File: src/rtl/pixel_decryptor_if.sv
// Stream bundle for pixel_decryptor: ciphertext and keystream in, plaintext out.
// The decryptor takes the slave modport; a source/sink takes the master modport.
interface pixel_decryptor_if #(
  parameter int PIX_W     = 8,
  parameter int PRECISION = 32
);
  logic                 c_valid;
  logic                 c_ready;
  logic [PIX_W-1:0]     c_data;
  logic                 k_valid;
  logic                 k_ready;
  logic [PRECISION-1:0] k_data;
  logic                 p_valid;
  logic                 p_ready;
  logic [PIX_W-1:0]     p_data;

  modport master (
    output c_valid, c_data, k_valid, k_data, p_ready,
    input  c_ready, k_ready, p_valid, p_data
  );

  modport slave (
    input  c_valid, c_data, k_valid, k_data, p_ready,
    output c_ready, k_ready, p_valid, p_data
  );
endinterface

File: src/rtl/pixel_decryptor.sv
// Chaotic-keystream pixel decryptor; ciphertext and key words are consumed in lockstep.
// Optional feature macro: DEC_CHAIN_EN enables chaining on the previous ciphertext pixel.
module pixel_decryptor #(
  parameter int PIX_W     = 8,
  parameter int LEN_W     = 20,
  parameter int PRECISION = 32
) (
  input  logic              clk,
  input  logic              reset_n,
  input  logic              start,
  input  logic [PIX_W-1:0]  iv,
  input  logic [LEN_W-1:0]  frame_len,
  pixel_decryptor_if.slave  bus,
  output logic              busy,
  output logic              frame_done,
  output logic              key_err
);

  typedef enum logic [1:0] {IDLE, RUN, FLUSH, DONE} state_t;

  state_t           state;
  state_t           state_next;
  logic [LEN_W-1:0] remaining;
  logic             p_valid_q;
  logic [PIX_W-1:0] p_data_q;
  logic             key_err_q;
  logic             accept;
  logic             start_ok;
  logic [7:0]       key_byte;
  logic [PIX_W-1:0] key_ext;
  logic [PIX_W-1:0] plain;
  logic             key_nan;

  // Mantissa-only key: sign and exponent of the float word never reach the data path
  assign key_byte = bus.k_data[22:15] ^ bus.k_data[7:0];
  assign key_ext  = PIX_W'(key_byte);
  assign key_nan  = (bus.k_data[30:23] == 8'hFF);

  assign start_ok = (state == IDLE) && start;
  assign accept   = (state == RUN) && bus.c_valid && bus.k_valid &&
                    (remaining != '0) && (!p_valid_q || bus.p_ready);

`ifdef DEC_CHAIN_EN
  logic [PIX_W-1:0] chain_q;

  assign plain = bus.c_data - key_ext - chain_q;

  always_ff @(posedge clk or negedge reset_n) begin
    if (!reset_n)
      chain_q <= '0;
    else if (start_ok)
      chain_q <= iv;
    else if (accept)
      chain_q <= bus.c_data;
  end

  logic unused_bits;
  assign unused_bits = ^{bus.k_data[PRECISION-1:31], bus.k_data[14:8]};
`else
  assign plain = bus.c_data - key_ext;

  logic unused_bits;
  assign unused_bits = ^{iv, bus.k_data[PRECISION-1:31], bus.k_data[14:8]};
`endif

  always_ff @(posedge clk or negedge reset_n) begin
    if (!reset_n)
      state <= IDLE;
    else
      state <= state_next;
  end

  always_comb begin
    state_next = state;
    case (state)
      IDLE:    if (start) state_next = (frame_len == '0) ? DONE : RUN;
      RUN:     if (accept && (remaining == LEN_W'(1))) state_next = FLUSH;
      FLUSH:   if (!p_valid_q || bus.p_ready) state_next = DONE;
      DONE:    state_next = IDLE;
      default: state_next = IDLE;
    endcase
  end

  always_ff @(posedge clk or negedge reset_n) begin
    if (!reset_n) begin
      remaining <= '0;
      p_valid_q <= 1'b0;
      p_data_q  <= '0;
      key_err_q <= 1'b0;
    end else begin
      if (start_ok) begin
        remaining <= frame_len;
        key_err_q <= 1'b0;
      end
      // A new pixel overwrites the output register in the same cycle the old one drains
      if (accept) begin
        remaining <= remaining - LEN_W'(1);
        p_valid_q <= 1'b1;
        p_data_q  <= plain;
        if (key_nan)
          key_err_q <= 1'b1;
      end else if (p_valid_q && bus.p_ready) begin
        p_valid_q <= 1'b0;
      end
    end
  end

  assign bus.c_ready = accept;
  assign bus.k_ready = accept;
  assign bus.p_valid = p_valid_q;
  assign bus.p_data  = p_data_q;
  assign busy        = (state != IDLE);
  assign frame_done  = (state == DONE);
  assign key_err     = key_err_q;

endmodule

File: src/flat_wrapper.sv
// flat-port wrapper written by rule: the top's interface ports become plain ports
module pixel_decryptor_flat 
#(
  parameter int PIX_W     = 8,
  parameter int LEN_W     = 20,
  parameter int PRECISION = 32
)
  (clk, reset_n, start, iv, frame_len, busy, frame_done, key_err, bus_c_valid, bus_c_data, bus_k_valid, bus_k_data, bus_p_ready, bus_c_ready, bus_k_ready, bus_p_valid, bus_p_data);
  pixel_decryptor_if #(.PIX_W(PIX_W), .PRECISION(PRECISION)) bus_i ();
  input  logic clk;
  input  logic reset_n;
  input  logic start;
  input  logic [PIX_W-1:0] iv;
  input  logic [LEN_W-1:0] frame_len;
  output logic busy;
  output logic frame_done;
  output logic key_err;
  input wire logic [$bits(bus_i.c_valid)-1:0] bus_c_valid;
  input wire logic [$bits(bus_i.c_data)-1:0] bus_c_data;
  input wire logic [$bits(bus_i.k_valid)-1:0] bus_k_valid;
  input wire logic [$bits(bus_i.k_data)-1:0] bus_k_data;
  input wire logic [$bits(bus_i.p_ready)-1:0] bus_p_ready;
  output wire logic [$bits(bus_i.c_ready)-1:0] bus_c_ready;
  output wire logic [$bits(bus_i.k_ready)-1:0] bus_k_ready;
  output wire logic [$bits(bus_i.p_valid)-1:0] bus_p_valid;
  output wire logic [$bits(bus_i.p_data)-1:0] bus_p_data;
  assign bus_i.c_valid = bus_c_valid;
  assign bus_i.c_data = bus_c_data;
  assign bus_i.k_valid = bus_k_valid;
  assign bus_i.k_data = bus_k_data;
  assign bus_i.p_ready = bus_p_ready;
  assign bus_c_ready = bus_i.c_ready;
  assign bus_k_ready = bus_i.k_ready;
  assign bus_p_valid = bus_i.p_valid;
  assign bus_p_data = bus_i.p_data;
  pixel_decryptor #(.PIX_W(PIX_W), .LEN_W(LEN_W), .PRECISION(PRECISION)) u_core (.clk(clk), .reset_n(reset_n), .start(start), .iv(iv), .frame_len(frame_len), .bus(bus_i), .busy(busy), .frame_done(frame_done), .key_err(key_err));
endmodule
File: config.mk
export PLATFORM = sky130hd
export DESIGN_NAME = pixel_decryptor_flat
export DESIGN_NICKNAME = d
export VERILOG_FILES = /design/src/rtl/pixel_decryptor_if.sv /design/src/rtl/pixel_decryptor.sv /design/src/flat_wrapper.sv
export SDC_FILE = /design/constraint.sdc
export NUM_CORES = 1
export LEC_CHECK = 0
export BUFFER_PORTS_ARGS = -buffer_cell sky130_fd_sc_hd__buf_2
export CORE_MARGIN = 5
export CORE_UTILIZATION = 40
export CTS_BUF_LIST = sky130_fd_sc_hd__clkbuf_4
export CTS_CLUSTER_DIAMETER = 50
export CTS_CLUSTER_SIZE = 30
export DETAILED_ROUTE_END_ITERATION = 6
export PLACE_DENSITY_LB_ADDON = 0.25
export SYNTH_ARGS = -nofsm -noshare
export SYNTH_HDL_FRONTEND = slang
export SYNTH_SLANG_ARGS = --single-unit
File: constraint.sdc
create_clock -name clk -period 2.4 [get_ports clk]
set_input_delay 0.36 -clock clk [delete_from_list [all_inputs] [get_ports clk]]
set_output_delay 0.36 -clock clk [all_outputs]
set_load 0.005 [all_outputs]
==> impl_metrics.toml, run 1 <==
[drt]
route.detailed.drc = 0
wl_um = 6320
drt_iter0_drc = 129
drt-pass1-iter-count = 4
route.vias.total = 2303
antenna_left = 0
post_drt_via_cell_ratio = 5.33
routed_wire_length_per_instance_um = 14.6

[setup_path]
ff2ff_setup_slack_ns = -0.07
start_kind = "flop"
critPathKind = "reg -> out"
reg2reg_from = "u_core.remaining[13]$_DFFE_PN0P_"
most_used_cell_cp = "sky130_fd_sc_hd__or4_4"
cp-end-kind = "output pin"
cp_max_fo = 3
max_stage_delay_ns = 0.53
crit-reg2reg-capture = "u_core.remaining[9]$_DFFE_PN0P_"
critical_path.n_buffers_inverters = 2
worstSetupPathDepth = 5
cp_top_family = "simple AND/OR/NAND/NOR gates"
timing.critical_path.to = "bus_c_ready"
critPathSlowestCell = "sky130_fd_sc_hd__or4_4"
crit_required_ns = 2.04
path_cells = "or4_4, or4_4, o21ai_4, inv_6, buf_6"
arrival_ns = 2.19
timing.reg2reg.worst_path_depth = 7
cp-startpoint = "u_core.remaining[13]$_DFFE_PN0P_"

[outcome]
failed_checks = "negative setup slack"
outcome = "finished with violations"

[timing]
period_needed_ns = 2.55
final.setup.worst_slack_ns = -0.148
clock-skew-final_ns = 0.00589
layout_worst_path_cycle_share_pct = 106
final_hold_viol_count = 0
timing.max_slew.rel_slack_pct = 52.0
max_clock_freq_ghz = 0.393
report.final.slew_viol_count = 0
worst_pin_slew_ns = 0.720
setup_viol = 8
finalHoldWorstSlack_ns = 0.0473
rsz_0062_raised_after_global_routing = "true"

[global_routing]
first_global_vias = 2298
grt_max_degree = 33
antenna_found_initial = 0
grt-ovfl-total = 0
grt.total_usage_pct = 17.6
wire_length_of_the_first_global_routing_pass_um = 10300

[min_path]
worst_hold_path_type = "in -> async"

[clock_tree]
cts_tree = "yes"
max_root_sink_buffers = 2
clock_latency_late_sink_ns = 0.35
htree_num_levels = 2
cts_hold_repair.buffers = 0
cts_buffers = 5
clkSlewWorstSetupHoldPaths_ns = 0.11
cts_root_buffer = "sky130_fd_sc_hd__clkbuf_4"
sinks_on_the_clock_net = 32

[final_layout]
layout_net_count = 448
layout-area-overhead-vs-synth_pct = 34.8
layout-drive-gt1-share_pct = 35.3
antennaDiodeCount = 0
n_fill_cell = 528

[logic_synthesis]
ys_async_sr_fraction_pct = 100
post_synth_inst_count = 260
synth.cell_area_sq_um = 2290
synthDominantCellAreaShare_pct = 35.0
number_of_enable_type_register_cells_in_the_synthesized_netlist = 0
synth_cell_type_count = 55
synth_common_cells = "sky130_fd_sc_hd__dfrtp_1, sky130_fd_sc_hd__nand2_1, sky130_fd_sc_hd__inv_1"
postSynthNetCount = 349
syn_avg_cell_area_sq_um = 8.80
synth.yosys.seq_area_share_pct = 35.0
flip_flop_and_latch_count_after_synthesis = 32
synthesis.yosys.warnings = 0
synth_top_cells_by_area = "sky130_fd_sc_hd__dfrtp_1, sky130_fd_sc_hd__ha_1, sky130_fd_sc_hd__xnor2_1, sky130_fd_sc_hd__nand2_1, sky130_fd_sc_hd__o21ai_0"
synth_top_cell_by_area = "sky130_fd_sc_hd__dfrtp_1"
synth_ff_type = "sky130_fd_sc_hd__dfrtp_1"

[job]
max_cap_violations = 0

[placed_design]
place_congestion = 0.884
place.detailed.hpwl_um = 4820
io_buffer_count = 71
post-place-ws_ns = -0.0195

[floorplan]
placeableCoreArea_sq_um = 5540
num_io_pins = 88
placement_rows = 27
floorplan.initialDensity_pct = 41.3
dieWidth_um = 85.6
die_height_um = 85.6
fp.dieArea_sq_um = 7330

[pwr]
cellLeakagePower_nw = 1.41
p_per_area_nw_per_um2 = 939
ir_worst_vdd_mv = 0.372
==> worst min path at each step <==
stage,to,slack [ns],cells after the start
floorplan,u_core.bus.p_data[0]$_DFFE_PN0N_,0.06,0
global placement,u_core.key_err$_DFF_PN0_,0.46,1
detailed placement,u_core.state[0]$_DFFE_PN0P_,0.46,1
CTS,u_core.remaining[2]$_DFFE_PN0P_,0.07,1
global route,u_core.remaining[2]$_DFFE_PN0P_,0.1,1
finish,u_core.remaining[2]$_DFFE_PN0P_,0.05,1
==> power breakdown <==
part           internal, mW  switching (mW)  total (mW)
sequential            0.786           0.200       0.986
clock                 0.217           0.209       0.426
combinational         0.738           0.744        1.48
total                  1.74            1.15        2.89
==> cell type report <==
type / instances / area (sq um) / area share (%)
multi-input cells: 201 / 1430 / 46.3
clock inverters: 3 / 42.5 / 1.38
flip-flops and latches: 32 / 801 / 26.0
clock buffers: 5 / 37.5 / 1.22
inverters: 17 / 68.8 / 2.23
well taps: 72 / 90.1 / 2.92
repair buffers: 102 / 617 / 20.0
==> registers in the layout, indices dropped and copies added (netlist names) <==
signal	count
u_core.state	2
u_core.key_err	1
u_core.remaining	20
u_core.bus.p_valid	1
u_core.bus.p_data	8
==> layout by cell type (no fill, tap or decap), drive strengths merged, types with 9 or more instances in the layout <==
| master | count |
|---|---|
| buf | 102 |
| nand2 | 32 |
| dfrtp | 32 |
| inv | 17 |
| xnor2 | 14 |
| nor2 | 14 |
| ha | 14 |
| o21ai | 13 |
| a21oi | 11 |
| nand3 | 9 |
| nor4 | 9 |
==> stage by stage <==
step | power, mW | cells | utilization (%) | cell area [sq um] | setup TNS (ns)
after floorplan | 1.84 | 260 | - | 2310 | -0.113
after global placement | 2.34 | 418 | 52.0 | 2880 | 0
after detailed placement | 2.38 | 418 | 52.0 | 2880 | -0.0279
after CTS | 2.86 | 433 | 55.2 | 3060 | -0.794
after global routing | 3.13 | 432 | 55.6 | 3080 | -1.17
final | 2.89 | 432 | 55.6 | 3080 | -0.583
==> routing by layer <==
layer  vias to the layer above  wire, um  track usage [%]
li1                       1161         -                -
met1                      1067      2810             21.4
met2                        68      2970             30.2
met3                         7       451             4.51
met4                         0        85             6.04
met5                         -         0                0
==> cell families (layout without fill, tap and decap cells) <==
logic type | count (synthesis) | after routing | share of synthesized area, %
simple gates | 102 | 102 | 23.0
flops | 32 | 32 | 35.0
compound gates | 60 | 60 | 18.8
buf+inv | 27 | 127 | 4.87
mux | 6 | 6 | 2.84
xor+xnor | 18 | 18 | 6.89
fa+ha+maj | 15 | 15 | 8.53
==> what timing repair did <==
item,CTS,global route
setup endpoints to repair,5,25
buffers inserted,7,1
gates resized for setup,5,10
pin swaps,4,9
(Power assumes the default switching activity.)
==> run 2: changes to the inputs <==
--- a/config.mk
+++ b/config.mk
@@ -5,6 +5,7 @@
 export SDC_FILE = /design/constraint.sdc
 export NUM_CORES = 1
 export LEC_CHECK = 0
+export ABC_AREA = 1
 export BUFFER_PORTS_ARGS = -buffer_cell sky130_fd_sc_hd__buf_2
 export CORE_MARGIN = 5
 export CORE_UTILIZATION = 40
==> impl_metrics.toml, run 2 <==
[final_layout]
largest_register_ff_count = 20
mostFrequentLayoutCells = "sky130_fd_sc_hd__nand2_1, sky130_fd_sc_hd__buf_2, sky130_fd_sc_hd__inv_1, sky130_fd_sc_hd__dfrtp_1, sky130_fd_sc_hd__nor2_1"
final_cell_area_sq_um = 2960
layout-area-overhead-vs-synth_pct = 18.3
max_flop_register = "u_core.remaining"
layout-drive-gt1-share_pct = 24.3
antennaDiodeCount = 0
layout_net_count = 500
mostFrequentLayoutCell = "sky130_fd_sc_hd__nand2_1"

[global_routing]
wire_length_of_the_first_global_routing_pass_um = 10400
antenna_found_initial = 0
grt-ovfl-total = 0
grt_max_degree = 33
first_global_vias = 2407
grt.total_usage_pct = 16.6

[pwr]
ir_worst_vdd_mv = 0.425
cellLeakagePower_nw = 1.58
p_per_area_nw_per_um2 = 935

[logic_synthesis]
synth.yosys.seq_area_share_pct = 32.0
ys_async_sr_fraction_pct = 100
flip_flop_and_latch_count_after_synthesis = 32
synth.cell_area_sq_um = 2500
postSynthNetCount = 427
synthMostInstantiatedCell = "sky130_fd_sc_hd__nand2_1"
synthDominantCellAreaShare_pct = 32.0
number_of_enable_type_register_cells_in_the_synthesized_netlist = 0
post_synth_inst_count = 338
synth_cell_type_count = 35
synth_ff_type = "sky130_fd_sc_hd__dfrtp_1"
syn_avg_cell_area_sq_um = 7.41
synthesis.yosys.warnings = 0
synth_common_cells = "sky130_fd_sc_hd__nand2_1, sky130_fd_sc_hd__inv_1, sky130_fd_sc_hd__dfrtp_1"
synth_top_cells_by_area = "sky130_fd_sc_hd__dfrtp_1, sky130_fd_sc_hd__nand2_1, sky130_fd_sc_hd__ha_1, sky130_fd_sc_hd__inv_1, sky130_fd_sc_hd__o21ai_1"
synth_top_cell_by_area = "sky130_fd_sc_hd__dfrtp_1"

[floorplan]
dieWidth_um = 89.1
fp.dieArea_sq_um = 7950
placeableCoreArea_sq_um = 5990
die_height_um = 89.1
num_io_pins = 88
placement_rows = 28
floorplan.initialDensity_pct = 41.8

[placed_design]
place.detailed.hpwl_um = 4800
dpl-instance-area_sq_um = 2910
io_buffer_count = 71
place_congestion = 0.890

[timing]
finalHoldWorstSlack_ns = 0.0791
worst_pin_slew_ns = 0.738
sum_of_negative_setup_slack_ns = 0
final_hold_viol_count = 0
rsz_0062_raised_after_global_routing = "false"
setup_viol = 0
layout_worst_path_cycle_share_pct = 93.4
clock-skew-final_ns = 0.00578
timing.max_slew.rel_slack_pct = 50.8
max_clock_freq_ghz = 0.446
report.final.slew_viol_count = 0
period_needed_ns = 2.24

[clock_tree]
clock_latency_late_sink_ns = 0.33
sinks_on_the_clock_net = 32
cts_root_buffer = "sky130_fd_sc_hd__clkbuf_4"
cts_hold_repair.buffers = 0
max_root_sink_buffers = 2
cts_buffers = 5
htree_num_levels = 2
cts_tree = "yes"
clkSlewWorstSetupHoldPaths_ns = 0.10

[drt]
drt-pass1-iter-count = 4
antenna_left = 0
post_drt_via_cell_ratio = 4.92
routed_wire_length_per_instance_um = 12.6
wl_um = 6140
route.vias.total = 2391
drt_iter0_drc = 144
route.detailed.drc = 0

[setup_path]
crit_required_ns = 2.04
ff2ff_setup_slack_ns = 0.45
start_kind = "flop"
arrival_ns = 1.88
cp-end-kind = "output pin"
cp_max_fo = 11
critPathKind = "reg -> out"

[outcome]
outcome = "completed"

[job]
max_cap_violations = 0

[min_path]
worst_hold_path_type = "in -> async"
==> run 2: metrics by stage <==
stage | util [%] | setup WS (ns) | power [mW] | cells
6_report | 49.5 | 0.159 | 2.77 | 486
3_5_place_dp | 48.5 | 0.367 | 2.49 | 478
5_1_grt | 49.5 | 0.0527 | 3.06 | 486
2_1_floorplan | - | 0.553 | 2.10 | 338
3_3_place_gp | 48.5 | 0.401 | 2.45 | 478
4_1_cts | 49.3 | 0.0356 | 2.79 | 485
==> run 2: worst max-delay path: stages, from the launching register on <==
cell                      delay, ns
sky130_fd_sc_hd__dfrtp_1       0.42
sky130_fd_sc_hd__inv_1         0.11
sky130_fd_sc_hd__ha_2          0.25
sky130_fd_sc_hd__nand2_4       0.10
sky130_fd_sc_hd__nor2_8        0.16
sky130_fd_sc_hd__nand3_4       0.11
sky130_fd_sc_hd__nand3_4       0.17
sky130_fd_sc_hd__inv_2         0.08
sky130_fd_sc_hd__buf_2         0.13
==> run 2: power by group <==
group	internal [mW]	leakage (nW)	total [mW]	switching, mW
combinational	0.581	1.15	1.47	0.886
sequential	0.790	0.396	1.02	0.226
clock	0.102	0.0261	0.286	0.184
total	1.47	1.58	2.77	1.30
==> run 2: final timing paths <==
check,endpoint,from,depth (start not counted)
worst max-delay path,bus_k_ready,u_core.remaining[0]$_DFFE_PN0P_,8
worst min-delay path,u_core.key_err$_DFF_PN0_,reset_n,1
worst max register to register,u_core.remaining[1]$_DFFE_PN0P_,u_core.remaining[0]$_DFFE_PN0P_,10
worst min register to register,u_core.bus.p_data[7]$_DFFE_PN0N_,u_core.bus.p_data[7]$_DFFE_PN0N_,2
max in group asynchronous,u_core.remaining[13]$_DFFE_PN0P_,reset_n,1
min in group clk,u_core.remaining[5]$_DFFE_PN0P_,frame_len[5],3
==> run 2: repair_timing <==
item	CTS	global route
setup endpoints to repair	0	2
buffers inserted	0	0
resized for setup	0	1
==> run 2: kinds of logic (layout without fill, tap and decap cells) <==
kind of cell | count (synthesis) | in the layout | synth area share, %
compound gates | 53 | 53 | 11.9
xor+xnor | 25 | 25 | 8.74
fa+ha+maj | 15 | 15 | 7.79
buf+inv | 48 | 120 | 8.79
flops | 32 | 32 | 32.0
simple gates | 165 | 166 | 30.8
==> run 2: layer usage <==
metal | track usage (%) | share of wire (%) | vias to the layer above
met5 | 0 | 0 | -
met4 | 6.36 | 1.9 | 0
met3 | 2.67 | 6.2 | 9
met2 | 29.0 | 47 | 60
met1 | 20.4 | 45 | 1079
li1 | - | - | 1243
==> run 2: area by class of cell <==
| type | instances | area, sq um |
|---|---|---|
| Multi-Input combinational cell | 259 | 1500 |
| Timing Repair Buffer | 75 | 385 |
| Fill cell | 616 | 3030 |
| Sequential cell | 32 | 801 |
| Tap cell | 75 | 93.8 |
| Clock buffer | 5 | 37.5 |
| Inverter | 38 | 143 |
| Clock inverter | 2 | 7.51 |
